--- src/rtl/dmem_pkg.sv ---
// dmem_pkg: shared widths, FSM state encoding and requester indices for the data-memory arbiter
package dmem_pkg;
  localparam int ADDR_W_D = 5;
  localparam int DATA_W_D = 32;
  localparam int REQ_CORE = 0;
  localparam int REQ_LDR = 1;
  typedef enum logic {S_IDLE = 1'b0, S_LOCK = 1'b1} state_t;
endpackage

--- src/rtl/dmem_arb_starve_cnt.sv ---
// dmem_arb_starve_cnt: saturating count of consecutive denied loader cycles
module dmem_arb_starve_cnt #(
  parameter int LIMIT = 4
) (
  input  logic       CLK,
  input  logic       RST,
  input  logic       inc,
  input  logic       clr,
  output logic [3:0] cnt,
  output logic       sat
);
  assign sat = cnt == 4'(LIMIT);
  // clear on grant, count denied cycles up to the limit, hold otherwise
  always_ff @(posedge CLK or posedge RST)
    if (RST) cnt <= '0;
    else if (clr) cnt <= '0;
    else if (inc && !sat) cnt <= cnt + 4'd1;
endmodule

--- src/rtl/dmem_arbiter.sv ---
// dmem_arbiter: core/loader arbiter for the data memory port; DMEM_ARB_STATS_EN adds conflict_cnt
module dmem_arbiter import dmem_pkg::*; #(
  parameter int ADDR_W = ADDR_W_D,
  parameter int DATA_W = DATA_W_D,
  parameter int STARVE_LIMIT = 4
`ifdef DMEM_ARB_STATS_EN
  , parameter int CNT_W = 16
`endif
) (
  input  logic              CLK,
  input  logic              RST,
  input  logic              core_req,
  input  logic              core_we,
  input  logic [ADDR_W-1:0] core_addr,
  input  logic [DATA_W-1:0] core_wdata,
  output logic [DATA_W-1:0] core_rdata,
  output logic              core_stall,
  input  logic              ldr_req,
  input  logic              ldr_we,
  input  logic              ldr_lock,
  input  logic [ADDR_W-1:0] ldr_addr,
  input  logic [DATA_W-1:0] ldr_wdata,
  output logic              ldr_gnt,
  output logic [DATA_W-1:0] ldr_rdata,
  output logic              ldr_rvalid,
  output logic [ADDR_W-1:0] mem_a,
  output logic              mem_we,
  output logic [DATA_W-1:0] mem_wd,
  input  logic [DATA_W-1:0] mem_rd
`ifdef DMEM_ARB_STATS_EN
  , output logic [CNT_W-1:0] conflict_cnt
`endif
);
  state_t state, state_n;
  logic [1:0] gnt;
  logic [3:0] wait_cnt;
  logic sat, core_gnt;
  dmem_arb_starve_cnt #(.LIMIT(STARVE_LIMIT)) u_starve (
    .CLK(CLK), .RST(RST), .inc(ldr_req & ~ldr_gnt), .clr(ldr_gnt), .cnt(wait_cnt), .sat(sat)
  );
  // grants are suppressed while RST is high so a write in a reset cycle never reaches memory
  always_comb begin
    gnt = '0;
    gnt[REQ_LDR] = ~RST & ldr_req & (state == S_LOCK | ~core_req | sat);
    gnt[REQ_CORE] = ~RST & core_req & (state == S_IDLE) & ~gnt[REQ_LDR];
    state_n = state == S_IDLE ? (gnt[REQ_LDR] & ldr_lock ? S_LOCK : S_IDLE) : (ldr_lock ? S_LOCK : S_IDLE);
  end
  assign core_gnt = gnt[REQ_CORE];
  assign ldr_gnt = gnt[REQ_LDR];
  assign core_stall = core_req & ~core_gnt;
  assign core_rdata = core_gnt ? mem_rd : '0;
  assign mem_a = core_gnt ? core_addr : ldr_gnt ? ldr_addr : '0;
  assign mem_we = core_gnt ? core_we : ldr_gnt & ldr_we;
  assign mem_wd = core_gnt ? core_wdata : ldr_gnt ? ldr_wdata : '0;
  // lock state register
  always_ff @(posedge CLK or posedge RST)
    if (RST) state <= S_IDLE;
    else state <= state_n;
  // capture loader read data one cycle after its grant
  always_ff @(posedge CLK or posedge RST)
    if (RST) begin
      ldr_rdata <= '0;
      ldr_rvalid <= 1'b0;
    end else begin
      ldr_rvalid <= ldr_gnt & ~ldr_we;
      if (ldr_gnt && !ldr_we) ldr_rdata <= mem_rd;
    end
`ifdef DMEM_ARB_STATS_EN
  // saturating count of cycles where both requesters want the port
  always_ff @(posedge CLK or posedge RST)
    if (RST) conflict_cnt <= '0;
    else if (core_req && ldr_req && !(&conflict_cnt)) conflict_cnt <= conflict_cnt + 1'b1;
`endif
endmodule

--- config.mk ---
export PLATFORM = sky130hd
export DESIGN_NAME = dmem_arbiter
export DESIGN_NICKNAME = d
export VERILOG_FILES = /design/src/rtl/dmem_pkg.sv /design/src/rtl/dmem_arb_starve_cnt.sv /design/src/rtl/dmem_arbiter.sv
export SDC_FILE = /design/constraint.sdc
export NUM_CORES = 1
export LEC_CHECK = 0
export CAP_MARGIN = 10
export CELL_PAD_IN_SITES_DETAIL_PLACEMENT = 1
export CELL_PAD_IN_SITES_GLOBAL_PLACEMENT = 1
export CORE_MARGIN = 1
export CORE_UTILIZATION = 22
export CTS_BUF_LIST = sky130_fd_sc_hd__clkbuf_4
export CTS_CLUSTER_SIZE = 30
export DETAILED_ROUTE_END_ITERATION = 6
export PLACE_DENSITY = 0.91
export SLEW_MARGIN = 10
export SYNTH_ARGS = -nofsm -noshare
export SYNTH_HDL_FRONTEND = slang
export SYNTH_HIERARCHICAL = 1
export SYNTH_SLANG_ARGS = --single-unit
--- constraint.sdc ---
create_clock -name CLK -period 7.4 [get_ports CLK]
set_input_delay 2.22 -clock CLK [delete_from_list [all_inputs] [get_ports CLK]]
set_output_delay 2.22 -clock CLK [all_outputs]
set_load 0.01 [all_outputs]
# Word-level counts from Yosys, hierarchy flattened
# Index checks and enable logic that the tools add are counted.
# word_totals
regBits	38
output_inout_bits	105
# op_classes
addsub	1
n_eq_ne	1
n_mux	11
bitwise	18
n_reduce_logical	5
# ops
cell	n
$mux W32	3
$and A1 B1 Y1	10
$mux W5	2
$mux W4	2
$not A1 Y1	6
$add A4 B1 Y4 const B	1
$eq A4 B3 Y1 const B	1
$mux W1	4
$logic_and A1 B1 Y1	2
$logic_not A1 Y1	2
$or A1 B1 Y1	2
$reduce_bool A2 Y1	1

# Logic depth before layout (Yosys ltp)
# logic_depth
ltp_word	9
ltp_mapped	11
ltp_nobuf	10

# By module
# Netlist, hierarchy kept.
# by_module_without_submodules
module	instances	cells_per_inst	area_each_um2	seq_area_each_um2
dmem_arbiter	1	161	1974.4	850.8
dmem_arb_starve_cnt	1	25	237.7	100.1

# Worst setup path after synthesis
# OpenSTA, ideal clock, no wires.
# synth_timing
path_kind	in2out
start	in RST
end	out mem_wd[21]
arrival_time_ns	3.686
path_slack_ns	1.494
path_stages	5
path_buffers	2
path_cell_list	inv_1 > and3_1 > buf_6 > buf_6 > a22o_1
# synth_via
elab_chain_cells	6
# synth_rtl
element	line	source
start: declaration	dmem_arbiter.sv:11	input logic RST,
$not A1 Y1 (*)	dmem_arbiter.sv:44	gnt[REQ_LDR] = ~RST & ldr_req & (state == S_LOCK | ~core_req | sat);
$and A1 B1 Y1 (*) (2 in series)	dmem_arbiter.sv:44	
named net ldr_gnt	dmem_arbiter.sv:23	output logic ldr_gnt,
$not A1 Y1	dmem_arbiter.sv:45	gnt[REQ_CORE] = ~RST & core_req & (state == S_IDLE) & ~gnt[REQ_LDR];
$and A1 B1 Y1	dmem_arbiter.sv:45	
$mux W32 (*)	dmem_arbiter.sv:54	assign mem_wd = core_gnt ? core_wdata : ldr_gnt ? ldr_wdata : '0;
end: declaration	dmem_arbiter.sv:28	output logic [DATA_W-1:0] mem_wd,
# Mark *: on every way through the listed nets, which the timed path passes. The rest lies on a longest branch.

# Worst setup path in the final report
# layout_timing
start	in core_req
end	out mem_wd[31]
# layout_via
elab_chain_cells	7
# layout_rtl
element	line	source
start: declaration	dmem_arbiter.sv:12	input logic core_req,
$not A1 Y1	dmem_arbiter.sv:44	
$or A1 B1 Y1 (2 in series)	dmem_arbiter.sv:44	
$and A1 B1 Y1	dmem_arbiter.sv:44	
$not A1 Y1	dmem_arbiter.sv:45	
$and A1 B1 Y1	dmem_arbiter.sv:45	
$mux W32 (*)	dmem_arbiter.sv:54	
# Mark *: on every way between the ends. The rest lies on a longest branch, timed or not.

==> results.py <==
metrics = {
    "run_status": {
        "status": "completed",
    },
    "synthesis": {
        "yosys_warnings": 6,
        "ys_ff_latch": 38,
        "yosysTopAreaCellShare": 0.430,
        "ys_types": 30,
        "synth_nets": 301,
        "synth_cells": 186,
        "synth_edf_count": 0,
        "synthFlopType": "dfrtp_1",
        "synth_seq_area_share": 0.430,
        "synthTopCellsByArea": "dfrtp_1 43%, a22o_1 15%, mux2_2 12%",
        "syn_avg_cell_area_um2": 11.9,
        "yosysTopAreaCell": "dfrtp_1",
        "synth_area_um2": 2210,
        "postSynth.asyncResetShare": 1.00,
    },
    "die": {
        "die_area_um2": 10500,
        "start_util": 0.226,
        "core_area_um2": 9770,
        "die_w_um": 102,
        "die_y_um": 102,
        "num_rows": 36,
        "io_pins": 218,
    },
    "timing": {
        "layout_min_cycle_time_ns": 6.67,
        "final-setup-viol-count": 0,
        "slew_viol_final": 0,
        "hold_viol": 0,
        "timing.final.ws_setup_ns": 0.729,
        "slew_headroom": 0.688,
        "tightest_slew_ns": 0.467,
        "period_share": 0.901,
        "tns_ns": 0,
        "rsz0062_at_grt": "no",
        "max_freq_mhz": 150,
        "skew_ns": 0.0140,
    },
    "setup_path": {
        "timing.rr.start": "u_starve/cnt[0]",
        "regToRegEndpoint": "u_starve/cnt[3]",
        "r2r_cells": 10,
        "criticalPathCategory": "input pin to primary output",
        "worstPathCellList": "clkdlybuf4s50_1 -> or3b_1 -> and3_1 -> buf_4 -> a22o_1 -> clkdlybuf4s50_1",
        "slowest_delay_ns": 0.51,
        "crit_fanout": 38,
        "rrSetupSlack_ns": 4.65,
        "path_common_cell": "clkdlybuf4s50_1",
        "cp.required_ns": 5.18,
        "startpoint_type": "input pin",
        "critical_path_arrival_ns": 4.45,
        "slowest_stage": "clkdlybuf4s50_1",
        "crit_path_end_kind": "primary output",
    },
    "grt": {
        "grt_start_max_net_pins": 72,
        "grt_pass1_wl_mm": 14.0,
        "grt_use_total": 0.177,
        "antenna_found_initial": 0,
        "grt_pass1_vias": 2623,
        "overflow": 0,
    },
    "cts": {
        "cts_tree": "yes",
        "cts_buffer_depth": 2,
        "cts_setup_buffers": 0,
        "cts-htree-levels": 2,
        "cts_root_buf": "clkbuf_4",
        "clock-sinks": 38,
        "cts_resized": 0,
        "clk_pin_slew_worst_paths_ns": 0.13,
        "cts_buffers": 5,
        "insertion_delay_ns": 0.34,
        "cts-hold-fix-buffers": 0,
    },
    "layout": {
        "nFillCells": 1103,
        "post-route-cell-area_um2": 4580,
        "fin_util": 0.468,
        "area_growth_pct": 107,
        "drive_above_1_share": 0.123,
        "nets": 514,
        "diodes": 0,
    },
    "power": {
        "p_seq_frac": 0.329,
        "swShare": 0.300,
        "powerDensity_nw_per_um2": 210,
        "intPower_w": 0.000672,
        "clockPowerShare": 0.182,
        "p_leak_nw": 1.87,
        "peakVddDrop_mv": 0.137,
        "total_power_w": 0.000960,
        "switchingPower_w": 0.000288,
        "combPwrFrac": 0.489,
    },
    "placement": {
        "dpl_cell_area_um2": 4480,
        "io_buffers": 217,
        "gp_congestion": 0.752,
        "place_hpwl_mm": 7.84,
        "dp_slack_ns": 0.711,
    },
    "drt": {
        "topRoutingLayerUsed": "met4",
        "wl_met2_mm": 4.99,
        "wl_met3_mm": 1.23,
        "drtIter0Drc": 23,
        "vias": 2414,
        "wl_per_cell_um": 18.3,
        "drc": 0,
        "wl_mm": 9.78,
        "drtAntennaViolNets": 0,
        "drt_pass1_iterations": 4,
        "vias_per_cell": 4.53,
        "wl_met1_mm": 3.39,
    },
    "run": {
        "max_cap_viol_count": 0,
    },
    "min_path": {
        "min_to": "ldr_rdata[9]",
        "hold_path.class": "flip-flop to flip-flop",
        "hold_depth": 1,
        "min_from": "ldr_rdata[9]",
    },
}
==> per-stage QoR <==
| step | cells | hold WS (ns) |
|---|---|---|
| floorplan | 186 | 0.508 |
| detailed placement | 525 | 0.494 |
| CTS | 533 | 0.526 |
| global placement | 525 | 0.486 |
| global route | 533 | 0.544 |
| finish | 533 | 0.523 |
==> state kept, by name, summed over array words and instances (netlist names) <==
signal        count
ldr_rdata        32
u_starve/cnt      4
ldr_rvalid        1
state             1
==> cell usage in the layout, fill, tap and decap left out, types with 3 or more instances in the layout <==
cell type,instances
clkbuf_4,5
mux2_4,9
and2_1,32
clkdlybuf4s50_1,217
inv_1,5
nand3_1,3
a22o_1,38
mux2_2,23
a21oi_1,4
dfrtp_1,38
==> critical path, delay by kind of cell <==
family | cells | cell delay, ns
AOI/OAI and AO/OA | 1 | 0.29
and+or+nand+nor | 2 | 0.66
buffers and inverters | 3 | 1.26
==> power by group through the flow <==
stage	clock (W)	sequential, W	combinational [W]
after floorplan	0	0.000341	0.000164
after global placement	0	0.000313	0.000458
after detailed placement	0	0.000320	0.000473
after CTS	0.000178	0.000316	0.000476
after global routing	0.000188	0.000325	0.000500
final	0.000175	0.000316	0.000469
==> cells in the mapped netlist (2+ instances only) <==
cell	n
buf_2	3
clkbuf_1	4
a21oi_1	4
a21o_2	2
mux2_2	23
ha_1	2
a22o_1	38
inv_1	5
and2_1	32
nor2_1	2
nand3_1	3
mux2_4	9
dfrtp_1	38
buf_6	5
==> final cells by class <==
cell class	count	area, um2	share of cell area
clock inverters	3	63.8	0.0139
flip-flops and latches	38	951	0.208
inverters	7	28.8	0.00629
multi-input cells	127	1120	0.245
well taps	133	166	0.0363
clock buffers	5	37.5	0.00820
repair buffers	220	2210	0.482
==> layer usage <==
metal / vias up / global-route usage
met1: 1147 / 0.179
met3: 14 / 0.0711
met4: 0 / 0.0527
met2: 154 / 0.332
li1: 1099 / -
met5: - / 0
==> worst max-delay path by stage <==
| stage | startpoint | to | slack (ns) | cells past startpoint |
|---|---|---|---|---|
| 6_report | core_req | mem_wd[31] | 0.73 | 6 |
| 5_1_grt | core_req | mem_wd[31] | 0.63 | 6 |
| 4_1_cts | core_req | mem_wd[31] | 0.70 | 6 |
| 3_5_place_dp | core_req | mem_wd[31] | 0.71 | 6 |
| 3_3_place_gp | core_req | mem_wd[31] | 0.73 | 6 |
| 2_1_floorplan | RST | mem_wd[21] | 1.49 | 5 |
==> logic make-up after synthesis <==
family | share of synthesized area
buffers and inverters | 0.0622
AND/OR/NAND/NOR | 0.135
flip-flops | 0.430
multiplexers | 0.178
adder cells (fa/ha/maj) | 0.0113
AO/OA/AOI/OAI | 0.183
(Power assumes the default switching activity.)
